<file path="src/rtl/addsub_pkg.sv">
// Shared definitions for the add/sub/accumulate datapath.
//   mode_e     : operation select encoding carried on the 2-bit mode port
//   is_acc_op  : true for operations that write the internal accumulator
package addsub_pkg;

    localparam int unsigned ModeWidth = 2;

    typedef enum logic [ModeWidth-1:0] {
        ModeAdd  = 2'd0,
        ModeSub  = 2'd1,
        ModeAcc  = 2'd2,
        ModeLoad = 2'd3
    } mode_e;

    function automatic logic is_acc_op(input mode_e mode);
        return (mode == ModeAcc) || (mode == ModeLoad);
    endfunction

endpackage

</file>
<file path="src/rtl/pipe_stage.sv">
// One valid/data holding register of a valid/ready pipeline.
//   clk, rst : clock, asynchronous active-high reset (clears valid and data)
//   load_i   : stage advances this cycle (captures valid_i, and data_i if valid)
//   valid_i  : upstream valid presented to this stage
//   data_i   : upstream payload
//   valid_o  : stage holds a valid item
//   data_o   : held payload, stable while load_i is low
module pipe_stage #(
    parameter int unsigned Width = 8
) (
    input  logic             clk,
    input  logic             rst,
    input  logic             load_i,
    input  logic             valid_i,
    input  logic [Width-1:0] data_i,
    output logic             valid_o,
    output logic [Width-1:0] data_o
);

    logic             valid_d, valid_q;
    logic [Width-1:0] data_d, data_q;

    always_comb begin
        valid_d = valid_q;
        data_d  = data_q;
        if (load_i) begin
            valid_d = valid_i;
            // Bubbles leave the payload untouched to avoid needless toggling.
            if (valid_i) begin
                data_d = data_i;
            end
        end
    end

    always_ff @(posedge clk or posedge rst) begin
        if (rst) begin
            valid_q <= 1'b0;
            data_q  <= '0;
        end else begin
            valid_q <= valid_d;
            data_q  <= data_d;
        end
    end

    assign valid_o = valid_q;
    assign data_o  = data_q;

endmodule

</file>
<file path="src/rtl/addsub_acc.sv">
// Two-stage add / subtract / accumulate / load unit with valid/ready handshakes.
//   clk, rst            : clock, asynchronous active-high reset
//   in_valid, in_ready  : request handshake (in_ready combinational from out_ready)
//   mode                : 0 ADD, 1 SUB, 2 ACC, 3 LOAD
//   a_in, b_in          : unsigned operands (b_in unused by ACC/LOAD)
//   out_valid, out_ready: result handshake
//   sum_o               : WIDTH+1 bit result
//   ovf_o               : borrow (SUB) or carry (ACC) flag, qualified by out_valid
// S1 holds the request, arithmetic sits between S1 and S2, S2 holds the result.
module addsub_acc
    import addsub_pkg::*;
#(
    parameter int unsigned WIDTH = 8,
    parameter int unsigned SAT   = 0
) (
    input  logic             clk,
    input  logic             rst,
    input  logic             in_valid,
    output logic             in_ready,
    input  logic [1:0]       mode,
    input  logic [WIDTH-1:0] a_in,
    input  logic [WIDTH-1:0] b_in,
    output logic             out_valid,
    input  logic             out_ready,
    output logic [WIDTH:0]   sum_o,
    output logic             ovf_o
);

    localparam int unsigned S1Width = ModeWidth + 2 * WIDTH;
    localparam int unsigned S2Width = WIDTH + 2;

    logic               s1_valid;
    logic [S1Width-1:0] s1_data;
    logic [S2Width-1:0] s2_data;
    logic               s2_advance;

    mode_e              s1_mode;
    logic [WIDTH-1:0]   s1_a, s1_b;

    logic [WIDTH:0]     res_sum;
    logic               res_ovf;
    logic [WIDTH:0]     acc_next;
    logic [WIDTH+1:0]   acc_ext;
    logic [WIDTH:0]     acc_d, acc_q;

    assign s2_advance = !out_valid || out_ready;
    assign in_ready   = !s1_valid || s2_advance;

    pipe_stage #(
        .Width (S1Width)
    ) u_s1 (
        .clk     (clk),
        .rst     (rst),
        .load_i  (in_ready),
        .valid_i (in_valid),
        .data_i  ({mode, a_in, b_in}),
        .valid_o (s1_valid),
        .data_o  (s1_data)
    );

    assign s1_mode = mode_e'(s1_data[S1Width-1 -: ModeWidth]);
    assign s1_a    = s1_data[2*WIDTH-1 -: WIDTH];
    assign s1_b    = s1_data[WIDTH-1:0];

    // Extra top bit exposes the carry out of bit WIDTH.
    assign acc_ext = {1'b0, acc_q} + {2'b00, s1_a};

    always_comb begin
        res_sum  = '0;
        res_ovf  = 1'b0;
        acc_next = acc_q;
        unique case (s1_mode)
            ModeAdd: begin
                res_sum = {1'b0, s1_a} + {1'b0, s1_b};
            end
            ModeSub: begin
                res_sum = {1'b0, s1_a} - {1'b0, s1_b};
                res_ovf = s1_a < s1_b;
            end
            ModeAcc: begin
                res_ovf  = acc_ext[WIDTH+1];
                acc_next = ((SAT != 0) && acc_ext[WIDTH+1]) ? '1 : acc_ext[WIDTH:0];
                res_sum  = acc_next;
            end
            ModeLoad: begin
                acc_next = {1'b0, s1_a};
                res_sum  = acc_next;
            end
            default: ;
        endcase
    end

    // The accumulator commits in the same cycle its op enters S2, so the next
    // op in S1 already sees the updated value (no bubble between ACC ops).
    always_comb begin
        acc_d = acc_q;
        if (s1_valid && s2_advance && is_acc_op(s1_mode)) begin
            acc_d = acc_next;
        end
    end

    always_ff @(posedge clk or posedge rst) begin
        if (rst) begin
            acc_q <= '0;
        end else begin
            acc_q <= acc_d;
        end
    end

    pipe_stage #(
        .Width (S2Width)
    ) u_s2 (
        .clk     (clk),
        .rst     (rst),
        .load_i  (s2_advance),
        .valid_i (s1_valid),
        .data_i  ({res_ovf, res_sum}),
        .valid_o (out_valid),
        .data_o  (s2_data)
    );

    assign ovf_o = s2_data[S2Width-1];
    assign sum_o = s2_data[WIDTH:0];

endmodule

</file>
<file path="config.mk">
export PLATFORM = sky130hd
export DESIGN_NAME = addsub_acc
export DESIGN_NICKNAME = d
export VERILOG_FILES = /design/src/rtl/addsub_pkg.sv /design/src/rtl/pipe_stage.sv /design/src/rtl/addsub_acc.sv
export SDC_FILE = /design/constraint.sdc
export NUM_CORES = 1
export LEC_CHECK = 0
export CAP_MARGIN = 15
export CORE_MARGIN = 2
export CORE_UTILIZATION = 46
export CTS_BUF_LIST = sky130_fd_sc_hd__clkbuf_2 sky130_fd_sc_hd__clkbuf_4 sky130_fd_sc_hd__clkbuf_8
export DETAILED_ROUTE_END_ITERATION = 10
export PLACE_DENSITY = 0.77
export SKIP_CTS_REPAIR_TIMING = 1
export SLEW_MARGIN = 0
export SYNTH_ARGS = -nofsm -noshare
export SYNTH_HDL_FRONTEND = slang
export SYNTH_SLANG_ARGS = --single-unit
</file>
<file path="constraint.sdc">
create_clock -name clk -period 5.95 [get_ports clk]
set_input_delay 0.595 -clock clk [delete_from_list [all_inputs] [get_ports clk]]
set_output_delay 0.595 -clock clk [all_outputs]
set_load 0.01 [all_outputs]
</file>
==> metrics.md <==
| Metric | Value |
|---|---|
| Outcome | complete, no violations |
| Final setup fails | 0 |
| Routed via count | 2358 |
| Cells after Synth | 305 |
| Synthesis Warnings | 0 |
| IO Pins | 34 |
| Total CTS buffers | 5 |
| Worst R2R Start | u_s1.data_o[8] |
| Area Growth Syn to Fin | 16.4% |
| Global route overflow | 0 |
| Setup crit end | u_s2.data_o[8] |
| Synth top area cells | dfrtp_1 (34%), ha_1 (12%), mux2_2 (7.4%), o21ai_0 (3.3%), inv_1 (3.1%) |
| Crit path capture type | register |
| Tmin final | 2520 ps |
| Top-area cell type share of the netlist area | 33.9% |
| Remaining antenna violation count | 0 |
| Crit start category | input port |
| GPL Wtd Cong | 0.905 |
| Critical path origin | out_ready |
| Global-route wire length before repair | 11200 um |
| Register area share after synthesis | 33.9% |
| Final-stage net count | 388 |
| Die area | 6910 sq um |
| CTS tree | done |
| Dpl ws | 3210 ps |
| CTS Buffer Depth | 2 |
| Arr. time, crit path | 2710 ps |
| Antenna violations before repair | 0 |
| EDFF count, synth | 0 |
| Final Hold Violating Endpoints | 0 |
| CP required | 6140 ps |
| Fmax | 0.397 GHz |
| Hold Worst Slack | 488 ps |
| Max-slew violation count | 0 |
| Vias/cell | 5.74 |
| Static leakage | 1.48 nW |
| DP HPWL | 4820 um |
| Core region area | 5990 sq um |
| Max-cap violations | 0 |
| Worst r2r path cells | 8 |
| Synth Flop Type | dfrtp_1 |
| Num rows | 28 |
| Post-layout util | 56.0% |
| First-iteration detailed-routing DRC count | 170 |
| Critical path class | input port to register |
| Drt wl/cell | 15.3 um |
| Async set-reset flop share out of synthesis | 100% |
| Sum Neg Setup Slack | 0 ps |
| Pwr dens | 393 nW/um^2 |
| Initial core utilization | 48.1% |
| Post-route clock period utilization | 42.4% |
| Post-Syn Area | 2880 sq um |
| Port Buffers | 33 |
| Cell taking the most area after synthesis | dfrtp_1 |
| Worst min-delay path class | register to register |
| Total GRT Usage | 19.4% |
| CTS H-tree lvls | 2 |
| Synth cell types | 52 |
| Syn nets | 358 |
| RR Endpoint | u_s2.data_o[6] |
| 1st-pass router iterations | 4 |
| Actual slew at the worst max-slew pin | 728 ps |
| CP Max Fanout | 20 |
| Pin count of the biggest net entering global routing | 40 |
| Flop2flop setup slack | 3610 ps |
| Vias in the first global route | 2401 |
| Unrepaired setup endpoints after global routing | false |
| Slew HR | 51.4% |
| Post-route setup slack | 3430 ps |
| Share of cells above drive strength 1 | 11.3% |
| Max Clock Skew | 3.86 ps |
| Clk root buf | clkbuf_8 |
| Syn avg cell area | 9.44 sq um |
| Routed WL | 6300 um |
| Antenna diodes | 0 |
| DRC viols | 0 |
| Sink Count | 39 |
| Die Wd | 83.1 um |
| FF+latch count, synth | 39 |
| IR drop worst, VDD | 0.000220 V |
| Worst-path clk slew | 80 ps |
| Vert. Die Dim | 83.1 um |
| Worst skew pair latency | 290 ps |
==> metrics by stage <==
| stage | cells | area (sq um) | power, mW |
|---|---|---|---|
| 2_1_floorplan | 305 | 2880 | 0.921 |
| 3_3_place_gp | 403 | 3250 | 1.09 |
| 3_5_place_dp | 403 | 3250 | 1.11 |
| 4_1_cts | 411 | 3350 | 1.32 |
| 5_1_grt | 411 | 3350 | 1.42 |
| 6_report | 411 | 3350 | 1.32 |
==> registers in the layout, indices dropped and copies added (netlist names) <==
signal and flops:
u_s1.data_o 18, u_s2.data_o 10, acc_q 9, u_s2.valid_o 1, u_s1.valid_o 1
==> cells in the mapped netlist, types with 6 or more instances <==
cell type	count
a21o_1	7
a21oi_1	17
dfrtp_1	39
ha_1	28
inv_1	24
mux2_2	19
nand2_1	20
nand2b_1	6
nand3_1	9
nor2_1	23
nor3_1	6
o21ai_0	19
o21bai_1	7
xnor2_1	10
==> cell usage in the layout, fill, tap and decap left out, drive strengths merged, types with 6 or more instances in the layout <==
master,instances
mux2,19
o21ai,20
ha,28
dfrtp,39
nand3,9
clkbuf,8
a221oi,7
o21bai,7
nor2,23
xnor2,10
clkdlybuf4s50,33
nand2b,6
nor3,6
inv,24
nand2,20
a21o,7
a21oi,18
==> per-layer routing <==
layer  part of all wire [%]  up-vias  track usage [%]
met5                      0        -                0
li1                       -     1150                -
met4                    1.2        0             5.81
met1                     46     1145             25.3
met2                     50       55             33.4
met3                    3.7        8             3.08
==> power by group <==
part	switching (mW)	internal, mW	total [mW]
clock	0.0935	0.110	0.204
sequential	0.0692	0.342	0.411
combinational	0.369	0.334	0.703
total	0.532	0.786	1.32
==> cell families (layout without fill, tap and decap cells) <==
group	after synthesis	count (layout)	share of synthesized area, %
AO/OA/AOI/OAI	93	93	22.9
XOR/XNOR	14	14	4.26
adder cells (fa/ha/maj)	31	31	14.2
buffers and inverters	35	66	5.30
flip-flops	39	39	33.9
multiplexers	20	20	7.78
AND/OR/NAND/NOR	73	73	11.6
==> area by class of cell <==
cell class | count | area (sq um)
Fill cell | 516 | 2640
Multi-Input combinational cell | 231 | 1750
Sequential cell | 39 | 976
Timing Repair Buffer | 34 | 338
Clock buffer | 8 | 104
Tap cell | 75 | 93.8
Inverter | 24 | 90.1
==> worst min path at each step <==
| stage | slack, ps | endpoint | start | depth (start not counted) |
|---|---|---|---|---|
| 6_report | 490 | u_s2.data_o[2] | u_s2.data_o[2] | 1 |
| 2_1_floorplan | 450 | acc_q[2] | acc_q[2] | 2 |
| 3_5_place_dp | 470 | u_s2.data_o[3] | u_s2.data_o[3] | 2 |
| 4_1_cts | 490 | u_s2.data_o[3] | u_s2.data_o[3] | 2 |
| 3_3_place_gp | 470 | u_s2.data_o[2] | u_s2.data_o[2] | 1 |
| 5_1_grt | 520 | u_s2.data_o[3] | u_s2.data_o[3] | 2 |
==> worst max-delay path, stage by stage <==
cell	delay (ps)
clkdlybuf4s50_1	470
nand2b_1	150
and2_1	600
nand2_1	220
a2111oi_0	460
a211oi_1	100
o21a_1	120
Power figures use the tool's default switching activity.
